File: src/rtl/count_event_fifo_pkg.sv
// Shared definitions for the count event FIFO.
// Holds the count width, the event record width and the bit positions of
// each field inside a record {wrap, match, jump, value[3:0]}.
package count_event_fifo_pkg;

   localparam int CNT_W     = 4;
   localparam int REC_W     = 7;

   localparam int WRAP_BIT  = 6;
   localparam int MATCH_BIT = 5;
   localparam int JUMP_BIT  = 4;
   localparam int VALUE_LSB = 0;

   // Assemble one event record from its flags and the count value.
   function automatic logic [REC_W-1:0] pack_rec(input logic wrap,
                                                 input logic match,
                                                 input logic jump,
                                                 input logic [CNT_W-1:0] value);
      logic [REC_W-1:0] rec;
      rec                            = '0;
      rec[WRAP_BIT]                  = wrap;
      rec[MATCH_BIT]                 = match;
      rec[JUMP_BIT]                  = jump;
      rec[VALUE_LSB +: CNT_W]        = value;
      return rec;
   endfunction

endpackage

File: src/rtl/evt_fifo.sv
// Synchronous first-word fall-through FIFO.
// Ports:
//   clk, rst  : clock and synchronous active-high reset (control only)
//   wr_en     : push request; ignored when full unless a pop happens too
//   wr_data   : record to push
//   rd_en     : pop request; ignored when empty
//   rd_data   : head record, forced to zero while empty
//   level     : number of stored records, 0..DEPTH
//   full      : level == DEPTH
module evt_fifo
   import count_event_fifo_pkg::*;
#(
   parameter int DATA_W = REC_W,
   parameter int DEPTH  = 4
) (
   input  logic                     clk,
   input  logic                     rst,
   input  logic                     wr_en,
   input  logic [DATA_W-1:0]        wr_data,
   input  logic                     rd_en,
   output logic [DATA_W-1:0]        rd_data,
   output logic [$clog2(DEPTH):0]   level,
   output logic                     full
);

   localparam int AW = $clog2(DEPTH);
   localparam int LW = AW + 1;

   logic [DATA_W-1:0] mem [DEPTH];
   logic [AW-1:0]     wr_ptr;
   logic [AW-1:0]     rd_ptr;
   logic [LW-1:0]     count;
   logic              empty;
   logic              do_push;
   logic              do_pop;

   assign empty   = (count == '0);
   assign full    = (count == LW'(DEPTH));
   assign do_pop  = rd_en && !empty;
   // A full FIFO still accepts a push when the head leaves at the same edge.
   assign do_push = wr_en && (!full || do_pop);

   always_ff @(posedge clk) begin
      if (rst) begin
         wr_ptr <= '0;
         rd_ptr <= '0;
         count  <= '0;
      end else begin
         // Pointers wrap naturally since DEPTH is a power of two.
         if (do_push) wr_ptr <= wr_ptr + AW'(1);
         if (do_pop)  rd_ptr <= rd_ptr + AW'(1);
         case ({do_push, do_pop})
            2'b10:   count <= count + LW'(1);
            2'b01:   count <= count - LW'(1);
            default: count <= count;
         endcase
      end
   end

   // Storage carries no reset; the output mux hides stale contents.
   always_ff @(posedge clk) begin
      if (do_push && !rst) mem[wr_ptr] <= wr_data;
   end

   assign rd_data = empty ? '0 : mem[rd_ptr];
   assign level   = count;

endmodule

File: src/rtl/count_event_fifo.sv
// Watches an upstream 4-bit up counter and queues a record whenever it
// wraps (F->0), reaches the compare value, or jumps (load discontinuity).
// Ports:
//   clk, rst : clock and synchronous active-high reset
//   c        : counter value sampled every cycle
//   cmp      : compare value for match detection
//   cmp_en   : enables match detection
//   ovf_clr  : clears the sticky overflow flag
//   ev_valid : a head record is available
//   ev_ready : consumer takes the head record
//   ev_data  : head record {wrap, match, jump, value[3:0]}
//   ev_level : number of stored records
//   ovf      : sticky flag, set when a record was dropped on a full FIFO
module count_event_fifo
   import count_event_fifo_pkg::*;
#(
   parameter int DEPTH = 4
) (
   input  logic                     clk,
   input  logic                     rst,
   input  logic [CNT_W-1:0]         c,
   input  logic [CNT_W-1:0]         cmp,
   input  logic                     cmp_en,
   input  logic                     ovf_clr,
   output logic                     ev_valid,
   input  logic                     ev_ready,
   output logic [REC_W-1:0]         ev_data,
   output logic [$clog2(DEPTH):0]   ev_level,
   output logic                     ovf
);

   logic [CNT_W-1:0] prev_q;
   logic             prev_vld;
   logic             wrap;
   logic             match;
   logic             jump;
   logic             push;
   logic             pop;
   logic             full;
   logic             drop;
   logic [REC_W-1:0] rec;

   // Previous-count stage: prev_vld stays low for the first cycle after
   // reset so that cycle only primes prev_q.
   always_ff @(posedge clk) begin
      if (rst) begin
         prev_q   <= '0;
         prev_vld <= 1'b0;
      end else begin
         prev_q   <= c;
         prev_vld <= 1'b1;
      end
   end

   always_comb begin
      wrap  = 1'b0;
      match = 1'b0;
      jump  = 1'b0;
      if (prev_vld) begin
         wrap  = (prev_q == 4'hF) && (c == 4'h0);
         // A held count never re-fires the match.
         match = cmp_en && (c == cmp) && (c != prev_q);
         jump  = (c != prev_q) && (c != prev_q + CNT_W'(1));
      end
   end

   assign push = wrap || match || jump;
   assign rec  = pack_rec(wrap, match, jump, c);
   assign pop  = ev_valid && ev_ready;
   assign drop = push && full && !pop;

   evt_fifo #(
      .DATA_W (REC_W),
      .DEPTH  (DEPTH)
   ) u_fifo (
      .clk     (clk),
      .rst     (rst),
      .wr_en   (push),
      .wr_data (rec),
      .rd_en   (ev_ready),
      .rd_data (ev_data),
      .level   (ev_level),
      .full    (full)
   );

   assign ev_valid = (ev_level != '0);

   // A drop wins over a same-edge clear so no loss goes unreported.
   always_ff @(posedge clk) begin
      if (rst)          ovf <= 1'b0;
      else if (drop)    ovf <= 1'b1;
      else if (ovf_clr) ovf <= 1'b0;
   end

endmodule

File: config.mk
export PLATFORM = sky130hd
export DESIGN_NAME = count_event_fifo
export DESIGN_NICKNAME = d
export VERILOG_FILES = /design/src/rtl/count_event_fifo_pkg.sv /design/src/rtl/evt_fifo.sv /design/src/rtl/count_event_fifo.sv
export SDC_FILE = /design/constraint.sdc
export NUM_CORES = 1
export LEC_CHECK = 0
export ABC_AREA = 1
export CORE_UTILIZATION = 45
export CTS_CLUSTER_DIAMETER = 50
export DETAILED_ROUTE_END_ITERATION = 8
export GPL_TIMING_DRIVEN = 1
export PLACE_DENSITY = 0.79
export SETUP_SLACK_MARGIN = 0.3
export SYNTH_ARGS = -nofsm -noshare
export SYNTH_HDL_FRONTEND = slang
export SYNTH_HIERARCHICAL = 1
export SYNTH_SLANG_ARGS = --single-unit
File: constraint.sdc
create_clock -name clk -period 3.15 [get_ports clk]
set_clock_uncertainty 0.15 [all_clocks]
set_input_delay 0.4725 -clock clk [delete_from_list [all_inputs] [get_ports clk]]
set_output_delay 0.4725 -clock clk [all_outputs]
set_load 0.02 [all_outputs]
Word level (Yosys, flattened, before mapping)
Memory sizes are Yosys's and may differ from the RTL's. A register that Yosys moved wholly into a read port is not among the register bits.
Index checks and enable logic that the tools add are counted.
- output and inout bits: 12
- logic and storage cells: 53
- RAM bits: 28
- register bits: 13
- memories: 1
- input bits: 13
- memories (name ; depth ; width ; rd ports ; clocked after memory_dff ; write ports ; RTL line ; text):
    u_fifo.mem ; 4 ; 7 ; 1 ; 1 ; 1 ; evt_fifo.sv:29 ; logic [DATA_W-1:0] mem [DEPTH];
- reduce and logical (&&, ||, !) cells: 22
- $add $sub $neg: 5
- mux-type cells: 12
- equality and inequality tests: 7
- operators by type and width (operator ; number):
    $logic_and 1x1->1 ; 10
    $mux 1 ; 8
    $ne 4x4->1 ; 2
    $mux 7 ; 1
    $pmux 3 s2 ; 1
    $add 2x1->2 const B ; 2
    $add 4x1->4 const B ; 1
    $eq 4x4->1 ; 1
    $eq 4x4->1 const B ; 1
    $logic_not 1->1 ; 4
    $logic_not 4->1 ; 1
    $mux 2 ; 2
    $reduce_bool 2->1 ; 2
    $add 3x1->3 const B ; 1
    $eq 3x3->1 const B ; 1
    $logic_not 3->1 ; 1
    $logic_or 1x1->1 ; 3
    $reduce_bool 3->1 ; 1
    $sub 3x1->3 const B ; 1
    $eq 2x1->1 const B ; 1
    $eq 2x2->1 const B ; 1

Depth between registers and ports, before layout
Gate-level depths: netlist (run 1).
- depth in word-level cells: 10
- gate-level depth with buffers: 19
- gate-level depth less buffers: 19

Hierarchy
The synthesis (run 1) kept the hierarchy.
- by module, submodules not included (module ; cells an instance ; seq. area each (sq um) ; instances ; area an instance (sq um)):
    evt_fifo ; 157 ; 1021.0 ; 1 ; 1602.8
    count_event_fifo ; 78 ; 120.1 ; 1 ; 473.0

Least setup slack after synthesis (run 1)
No wires, ideal clock.
- path kind: flip-flop to flip-flop
- start: register prev_q[0]
- end: register u_fifo.count[2], in the netlist u_fifo/level[2]
- arrival: 2.054 ns
- period minus slack after synthesis: 2.317 ns
- cell stages (with the launch flop): 18
- slack: 0.833 ns
- data required time: 2.887 ns
- setup time: 0.113 ns
- path buffers: 0
- cells stage by stage: dfxtp_1 > ha_1 > xnor2_1 > nand2_1 > nor2_1 > nand2_1 > nand2_1 > nand2_2 > nand2_1 > ha_1 > inv_1 > fa_1 > inv_1 > nand2_1 > nand3_1 > nand2_1 > nand2_1 > nor2_1
- cells in the longest elaborated chain, start to end: 8
- elaborated cells on any way between the ends: 17
- classes of those cells: add/sub (1); eq/ne (5); mux (4); reduce/logical (7)
- RTL lines (what ; RTL line ; text):
    from (decl) ; count_event_fifo.sv:32 ; logic [CNT_W-1:0] prev_q;
    from (signal assigned) ; count_event_fifo.sv:47 ; prev_q <= '0;
    from (signal assigned) ; count_event_fifo.sv:50 ; prev_q <= c;
    $add 4x1->4, or another cell as far along ; count_event_fifo.sv:63 ; jump = (c != prev_q) && (c != prev_q + CNT_W'(1));
    $ne 4x4->1, or another cell as far along ; count_event_fifo.sv:63 ;
    $logic_and 1x1->1 or $mux 1 (tied branches) ; count_event_fifo.sv:63, count_event_fifo.sv:59 ;
    $mux 1 or $logic_or 1x1->1 (tied branches) ; count_event_fifo.sv:59, count_event_fifo.sv:67 ;
    $logic_or 1x1->1 * ; count_event_fifo.sv:67 ; assign push = wrap || match || jump;
    named net push ; count_event_fifo.sv:37 ; logic push;
    $logic_and 1x1->1 * ; evt_fifo.sv:41 ; assign do_push = wr_en && (!full || do_pop);
    $eq 2x1->1 or $eq 2x2->1 (tied branches) ; evt_fifo.sv:52 ; case ({do_push, do_pop})
    $pmux 3 s2 or $reduce_bool 2->1 (tied branches) ; -- ;
    to (signal assigned) ; evt_fifo.sv:53 ; 2'b10: count <= count + LW'(1);
    to (signal assigned) ; evt_fifo.sv:54 ; 2'b01: count <= count - LW'(1);
    to (signal assigned) ; evt_fifo.sv:55 ; default: count <= count;
    to (decl) ; evt_fifo.sv:32 ; logic [LW-1:0] count;
Mark *: on every way through the listed nets, which the timed path passes. The rest lies on a longest branch.
A chain may end at the register's enable or synchronous reset.

==> run metrics, run 1 <==
status complete, no violations; Slew Limit Fails 0; critical path class reg2out; drt pass-1 iters 4; fin area 2520 sq um; layout cells sized above 1 about an eighth; die area 4890 sq um; routed wire length 3690 microns; Nets 289; fin crit period 2.66 ns; Core Rows 24; arrival time worst endpoint 2.04 ns; Post-CTS Setup Bufs 0; gr usage total 17.8%; ranking of synthesized cells by area edfxtp_1, dfxtp_1, nor2_1; crit-path cells inv_1 -> nor2_1 -> o21ai_1 -> a21oi_1 -> clkdlybuf4s50_1; die height 69.9 microns; first-pass GRT wire length 6580 microns; initial antenna violation count 0; DR vias 1530; Via density 4.75; Leakage between 0.001 and 0.0015 uW; post-synthesis adder-cell area fraction 4.58%; Overflow after GRT 0; Mapped Nets 255; Clock Path Buffers 2; reg2reg start prev_q[0]; DRC Markers 0; Max Cap Viol 0; Sink Count 43; I/O Pins 25; fillcell total 402; Worst Hold Class reg2reg; initial drt markers about 150; Clk Latency, worst-skew pair around 0.29 ns; Worst-path clk slew about 0.080 ns; CTS Buf Count 5; FF+latch count, synth 43; syn_area_per_cell 8.83 sq um; Slowest cell on crit path clkdlybuf4s50_1; DPL Wire Length 2740 microns; main combinational cell family by area after synthesis simple AND/OR/NAND/NOR gates; die width about 70 microns; maximum vdd drop 0.446 mV; vias in the first global route 1467; final setup margin 0.489 ns; final RePlAce weighted congestion 0.830; Setup TNS 0 ns; CP max stage delay 0.63 ns; area grow syn2layout 21.6%; XOR/XNOR share of the synthesized area 1.69%; CP Launch Type flip-flop; Min-Delay Path Depth 2; Slew @ Worst Pin around 0.33 ns; diode count 0; Simple-Gate Fraction of Synth Area 22.9%; final hold slack 0.332 ns; Max H-tree Level 2; Syn. warnings 6; Hold Vio Cnt, Final 0; area share of the largest cell type after synthesis 40.5%; fin crit share 84.5%; Power Dens Cells roughly 690 nW/um^2; Worst Reg-to-Reg Cells 17; cell taking the most area after synthesis edfxtp_1; clk root buf clkbuf_8; critical path capture point type output port; Starting Density 47.3%; worst relative slew slack 78.1%; CTS tree yes; Syn Std Cell Area 2080 sq um; core area 4380 sq um; crit path to ev_data[5]; port buffer count 24; sequential area share after synthesis 55.0%; Fmax achieved around 380 MHz; Final setup viols 0; dpl cell area 2400 sq um; WL/cell 11.5 microns; Req. time, crit path 2.53 ns; R2R Setup Slk 0.70 ns; unrepaired setup endpoints after global routing no; Post-Synthesis Cells ~240; post-route ant nets 0; CP max FO 8; post-synthesis mux area share 0%; Worst R2R End u_fifo/level[2]; pre-CTS setup slack 0.0812 ns; Compound-Gate Fraction of Synth Area 7.72%; synth unique cells 26; largest net degree at the start of global routing 16
==> routing by layer <==
layer	vias up	GRT usage, %	share of wire (%)
li1	814	-	-
met1	677	23.4	45
met2	34	27.7	49
met3	5	4.76	3.7
met4	0	7.78	1.5
met5	-	0	0
==> final cells by class <==
class                           count  area (sq um)  area share (%)
Tap cell                           52          65.1            2.58
Multi-Input combinational cell    152           766            30.3
Sequential cell                    43          1140            45.2
Clock inverter                      2          35.0            1.39
Inverter                           37           139            5.50
Timing Repair Buffer               30           295            11.7
Clock buffer                        6          82.6            3.27
==> repair_timing <==
action / CTS / global route
resized for setup: 0 / 5
hold buffers: 0 / 0
setup endpoints to repair: 0 / 4
==> per-stage QoR <==
stage,instances,utilization (%),power [uW]
after floorplan,235,-,1100
after global placement,314,54.7,1320
after detailed placement,314,54.7,1330
after CTS,322,57.3,1770
after global routing,322,57.6,1880
final,322,57.6,1750
==> report_power, final <==
group	leakage, uW	total (uW)	switching, uW	internal (uW)
clock network	0.0000612	435	179	256
logic	0.000650	608	350	258
registers	0.000380	711	59.5	652
==> registers in the layout (all words and copies together) (netlist names), named ones only <==
register	count
u_fifo/mem	28
u_fifo/rd_ptr	2
prev_vld	1
prev_q	4
u_fifo/wr_ptr	2
u_fifo/level	3
ovf	1
==> cell families after synthesis <==
logic type / count (synthesis)
adders and majority gates: 7
xor gates and xnor gates: 4
and+or+nand+nor: 111
AOI/OAI and AO/OA: 30
buffers and inverters: 40
DFF: 43
==> cell usage after synthesis, drive strengths merged <==
cell type,n
a21boi,1
a21oi,13
buf,3
clkinv,1
dfxtp,15
edfxtp,28
fa,1
ha,6
inv,36
nand2,43
nand3,10
nand4,1
nor2,54
nor3,2
o21ai,16
or3,1
xnor2,3
xor2,1
==> critical path: cells and delay by family, from the launching register on <==
kind                   cells  cell delay, ns
DFF                        1            0.50
buffers and inverters      2            0.83
AOI/OAI and AO/OA          2            0.25
and+or+nand+nor            1            0.16
==> worst min-delay path by stage <==
stage	from	endpoint	slack, ns
global placement	ovf	ovf	0.32
floorplan	u_fifo/rd_ptr[1]	flip-flop	0.31
detailed placement	ovf	ovf	0.31
finish	ovf	ovf	0.33
CTS	ovf	ovf	0.33
global route	ovf	ovf	0.37
==> placed cells by master (no fill, tap or decap), types with 3 or more instances in the layout <==
master / netlist / routed
nand2_1: 39 / 39
clkbuf_8: 0 / 6
dlymetal6s2s_1: 0 / 4
inv_2: 5 / 5
xnor2_1: 3 / 3
o21ai_0: 6 / 6
o21ai_1: 10 / 10
edfxtp_1: 28 / 28
buf_4: 1 / 6
a21oi_1: 12 / 12
dfxtp_1: 15 / 14
inv_1: 31 / 31
nor2_2: 5 / 5
nor2_1: 49 / 49
nand2_2: 4 / 4
ha_1: 6 / 6
clkdlybuf4s50_1: 0 / 20
nand3_1: 9 / 9
Power figures use the tool's default switching activity.
==> run 2, diff against run 1 <==
- clock period: 3.15 -> 2.8 ns (I/O delays scaled with it)
==> run 2 against run 1 <==
Non-clock buffer count up 12. Wire length up 14%. Critical path depth up 12. Critical endpoint is now u_fifo/level[2]. Largest cell class unchanged. Highest routed layer unchanged.
==> run metrics, run 2 (synthesized netlist as in run 1, its figures left out) <==
status complete, no violations; DRC Markers 0; Hold Vio Cnt, Final 0; Largest Register u_fifo/mem; post-route ant nets 0; routed wire length 4190 microns; Fmax achieved 410 MHz; Worst Reg-to-Reg Cells 17; fin cells 334; CP most frequent cell nand2_1; Via density between 4 and 5; WL/cell between 10 and 15 microns; Worst-path clk slew around 0.080 ns; CP max FO 4; Leakage 0.00118 uW; Final setup viols 0; DPL Wire Length 3040 microns; CP max stage delay 0.34 ns; CP Launch Type flip-flop; maximum vdd drop around 0.33 mV; vias in the first global route roughly 1600; critical path class reg2reg; CTS tree yes; diode count 0; Min-Delay Path Depth 2; fin crit period between 2 and 2.5 ns; fin crit share 87.1%; drt pass-1 iters 4; placed cells between 300 and 400; area grow syn2layout 24.5%; Sink Count 43; Slew @ Worst Pin 0.305 ns; Levels on crit path 17; commonest non-fill, non-tap cell in the layout nor2_1; Starting Density about 47%; Worst Hold Class reg2reg; Overflow after GRT 0; Clk Latency, worst-skew pair 0.29 ns; die height around 70 microns; most frequent cells in the layout nor2_1, nand2_1, inv_1; dpl cell area 2490 sq um; first-pass GRT wire length 7140 microns; Slew Limit Fails 0; DR vias 1595; fin area 2580 sq um; Hold Buf Count CTS 0; Nets 301; WP buf/inv 2; Slowest cell on crit path dfxtp_2; critical path capture point type flip-flop; initial drt markers 64; Power Dens Cells approximately 720 nW/um^2; Req. time, crit path ~2.8 ns; clk root buf clkbuf_8; final RePlAce weighted congestion about 0.81; layout cells sized above 1 17.4%; die area 4890 sq um; port buffer count 24; Post-CTS Setup Bufs 0; Core Rows 24; CTS Buf Count 5; Clock Path Buffers 2; worst relative slew slack 79.6%; max reg flops 28; largest net degree at the start of global routing 16; Max H-tree Level 2; arrival time worst endpoint 2.48 ns; final hold slack 0.333 ns; initial antenna violation count 0; delay-heaviest family, CP adder cells; Core Util, Final 58.9%; unrepaired setup endpoints after global routing yes; Max Cap Viol 0; crit-path cells ha_1 -> xnor2_1 -> nand2_1 -> nor2_1 -> nand2_1 -> nand2_1 -> nand2_2 -> nand2_1 -> ha_2 -> inv_1 -> fa_2 -> inv_1 -> nand2_1 -> nand3_1 -> nand2_1 -> nand2_1 -> nor2_1; I/O Pins 25; die width 69.9 microns; core area 4380 sq um; gr usage total around a fifth
==> run 2: cell count changes in the layout (fill, tap and decap cells not counted), sizes merged <==
cell / before / now
buf: 6 / 18
dlymetal6s2s: 4 / 5
clkdlybuf4s50: 20 / 13
bufinv: 1 / 0
dlygate4sd2: 0 / 6
clkinv: 2 / 3
==> run 2: final timing paths <==
path / end / slack, ns / startpoint
max: u_fifo/level[2] / 0.36 / prev_q[0]
min: ovf / 0.33 / ovf
max reg2reg: u_fifo/level[2] / 0.36 / prev_q[0]
min reg2reg: ovf / 0.33 / ovf
==> run 2: timing repair <==
action                                  CTS  global route
endpoints found under the setup margin    9             7
resized for setup                         8            10
pin swaps                                 0             2
endpoints found under the hold margin     0             0
==> run 2: power breakdown <==
group	switching, uW	leakage [uW]	internal [uW]	total (uW)
registers	71.6	0.000382	736	808
logic	402	0.000752	283	685
clock network	200	0.0000426	171	372
total	674	0.00118	1190	1860
==> run 2: tightest hold or removal path, cell delays in order, from the launching register on <==
cell	delay [ns]
dfxtp_1	0.32
nand2_1	0.08
a21oi_2	0.05
==> run 2: metrics by stage <==
step,setup slack (ns),setup TNS [ns],power [uW]
2_1_floorplan,0.483,0,1240
3_3_place_gp,-0.0926,-0.126,1500
3_5_place_dp,-0.125,-0.203,1530
4_1_cts,0.285,0,1890
5_1_grt,0.203,0,1990
6_report,0.360,0,1860
==> run 2: layer usage <==
layer	track usage [%]	wire [microns]
met4	8.89	91
met3	4.18	137
met5	0	0
met2	32.6	2130
met1	22.0	1830
==> run 2: area by class of cell <==
class	instances	area, sq um
Fill cell	388	1800
Clock inverter	2	8.76
Multi-Input combinational cell	152	771
Tap cell	52	65.1
Clock buffer	6	72.6
Sequential cell	43	1150
Timing Repair Buffer	42	380
Inverter	37	139
==> run 3, diff against run 2 <==
- PLACE_DENSITY: 0.79 -> default
- PLACE_DENSITY_LB_ADDON: default -> 0.1
==> run 3 against run 2 <==
Sequential share of layout area is 1.0 points lower. Flip-flop and latch count unchanged. Setup slack gained 0.099 ns. Core utilization is 1.4 points higher. Register-to-register slack improved by 0.12 ns. Largest cell class unchanged.
==> run metrics, run 3 (synthesized netlist as in run 1, its figures left out) <==
Worst Hold Class reg2reg; CP Launch Type input port; critical path class in2reg; final RePlAce weighted congestion 0.742; Slew Limit Fails 0; DPL Wire Length between 2000 and 3000 microns; critical path capture point type flip-flop; final hold slack 0.330 ns; Overflow after GRT 0; Nets just over 300; first-pass GRT wire length between 6000 and 7000 microns; CTS tree yes; fin crit share 83.6%; commonest non-fill, non-tap cell in the layout nor2_1; WP buf/inv 3; Power Internal 1300 uW; Fmax achieved between 400 and 500 MHz; crit-path cells clkdlybuf4s50_1 -> inv_1 -> nand2_1 -> nand2_1 -> nor2_2 -> nand3_1 -> nor2_2 -> nor2_2 -> nand2_2 -> nand2_1 -> ha_2 -> inv_1 -> fa_2 -> a21oi_1; most frequent cells in the layout nor2_1, nand2_1, inv_1; fin crit period around 2.3 ns; grt met2 use 31.4%; Net Sw Frac 34.5%; Req. time, crit path 2.88 ns; fin area 2650 sq um; status complete, no violations; met1 GRT Util 22.4%; post-route ant nets 0; maximum vdd drop ~0.48 mV; largest net degree at the start of global routing 16; Starting Density 47.3%; port buffer count 24; die height 69.9 microns; die width 69.9 microns; delay-heaviest family, CP adder cells; drt pass-1 iters 4; Max H-tree Level 2; Largest Register u_fifo/mem; dpl cell area 2490 sq um; initial drt markers between 80 and 90; Via density 4.70; power share of the sequential group 40.6%; routed wire length roughly 4000 microns; clock power share 25.2%; placed cells 327; Slowest cell on crit path clkdlybuf4s50_1; CP max stage delay 0.48 ns; area grow syn2layout 27.5%; I/O Pins 25; die area 4890 sq um; Core Util, Final 60.4%; WL/cell between 10 and 15 microns; diode count 0; vias in the first global route roughly 1500; met3 Resource Use GR 4.47%; CTS Buf Count 5; arrival time worst endpoint roughly 2.4 ns; Clock Path Buffers 2; Core Rows 24; max reg flops 28; DRC Markers 0; Power Dens Cells around 750 nW/um^2; Worst-path clk slew 0.08 ns; fin cells 337; CP max FO 2; Comb power frac 34.2%; Design Power approximately 2000 uW; Slew @ Worst Pin 0.306 ns; worst relative slew slack 79.6%; unrepaired setup endpoints after global routing yes; initial antenna violation count 0; DR vias 1585; Leakage 0.00117 uW; fillcell total 397; Sink Count 43; Final setup viols 0; sw power 684 uW; core area 4380 sq um; GR peak layer met2; Max Cap Viol 0; Hold Vio Cnt, Final 0; clk root buf clkbuf_8; layout cells sized above 1 19.6%; gr usage total 18.2%; Clk Latency, worst-skew pair 0.29 ns
## run 3: cell types whose count changed in the layout (fill, tap and decap cells not counted), moves of 2 or more
cell,previous run,this run
dfxtp_2,5,3
dlymetal6s2s_1,5,1
buf_4,18,21
dlygate4sd2_1,6,10
## run 3: routing by layer
metal | vias to the layer above | wire (microns) | share of wire (%)
li1 | 845 | - | -
met1 | 711 | 1820 | 45
met2 | 25 | 1990 | 50
met3 | 4 | 149 | 3.7
met4 | 0 | 41 | 1.0
met5 | - | 0 | 0
## run 3: power by group through the flow
stage	Sequential (uW)	Clock [uW]	Combinational, uW
4_1_cts	801	507	680
6_report	804	500	678
3_3_place_gp	812	0	706
3_5_place_dp	814	0	714
2_1_floorplan	809	0	427
5_1_grt	816	532	761
## run 3: through the flow
stage,setup WS [ns],TNS [ns]
2_1_floorplan,0.483,0
3_3_place_gp,-0.0610,-0.0902
3_5_place_dp,-0.116,-0.166
4_1_cts,0.295,0
5_1_grt,0.269,0
6_report,0.459,0
## run 3: what timing repair did
item | CTS | global route
pin swaps | 0 | 2
cloned | 0 | 0
buffers inserted | 0 | 2
hold buffers | 0 | 0
endpoints found under the setup margin | 9 | 3
endpoints found under the hold margin | 0 | 0
gates resized for setup | 11 | 10
## run 3: final cells by class
class | count | area, sq um | share of cell area (%)
Clock inverter | 2 | 35.0 | 1.32
Sequential cell | 43 | 1150 | 43.4
Inverter | 37 | 139 | 5.25
Multi-Input combinational cell | 152 | 788 | 29.8
Tap cell | 52 | 65.1 | 2.46
Timing Repair Buffer | 45 | 388 | 14.7
Clock buffer | 6 | 82.6 | 3.12
## run 3: final timing paths
path / start / end / slack (ns) / cells past startpoint
hold / removal: ovf / ovf / 0.33 / 2
setup reg to reg: prev_q[0] / u_fifo/level[2] / 0.48 / 17
setup / recovery: cmp[1] / u_fifo/level[1] / 0.46 / 14
hold reg to reg: ovf / ovf / 0.33 / 2
## run 3: tightest hold or removal path: cells and delay by family (launching register included)
family | cells | cell delay (ns)
DFF | 1 | 0.32
and+or+nand+nor | 1 | 0.07
AOI/OAI and AO/OA | 1 | 0.05
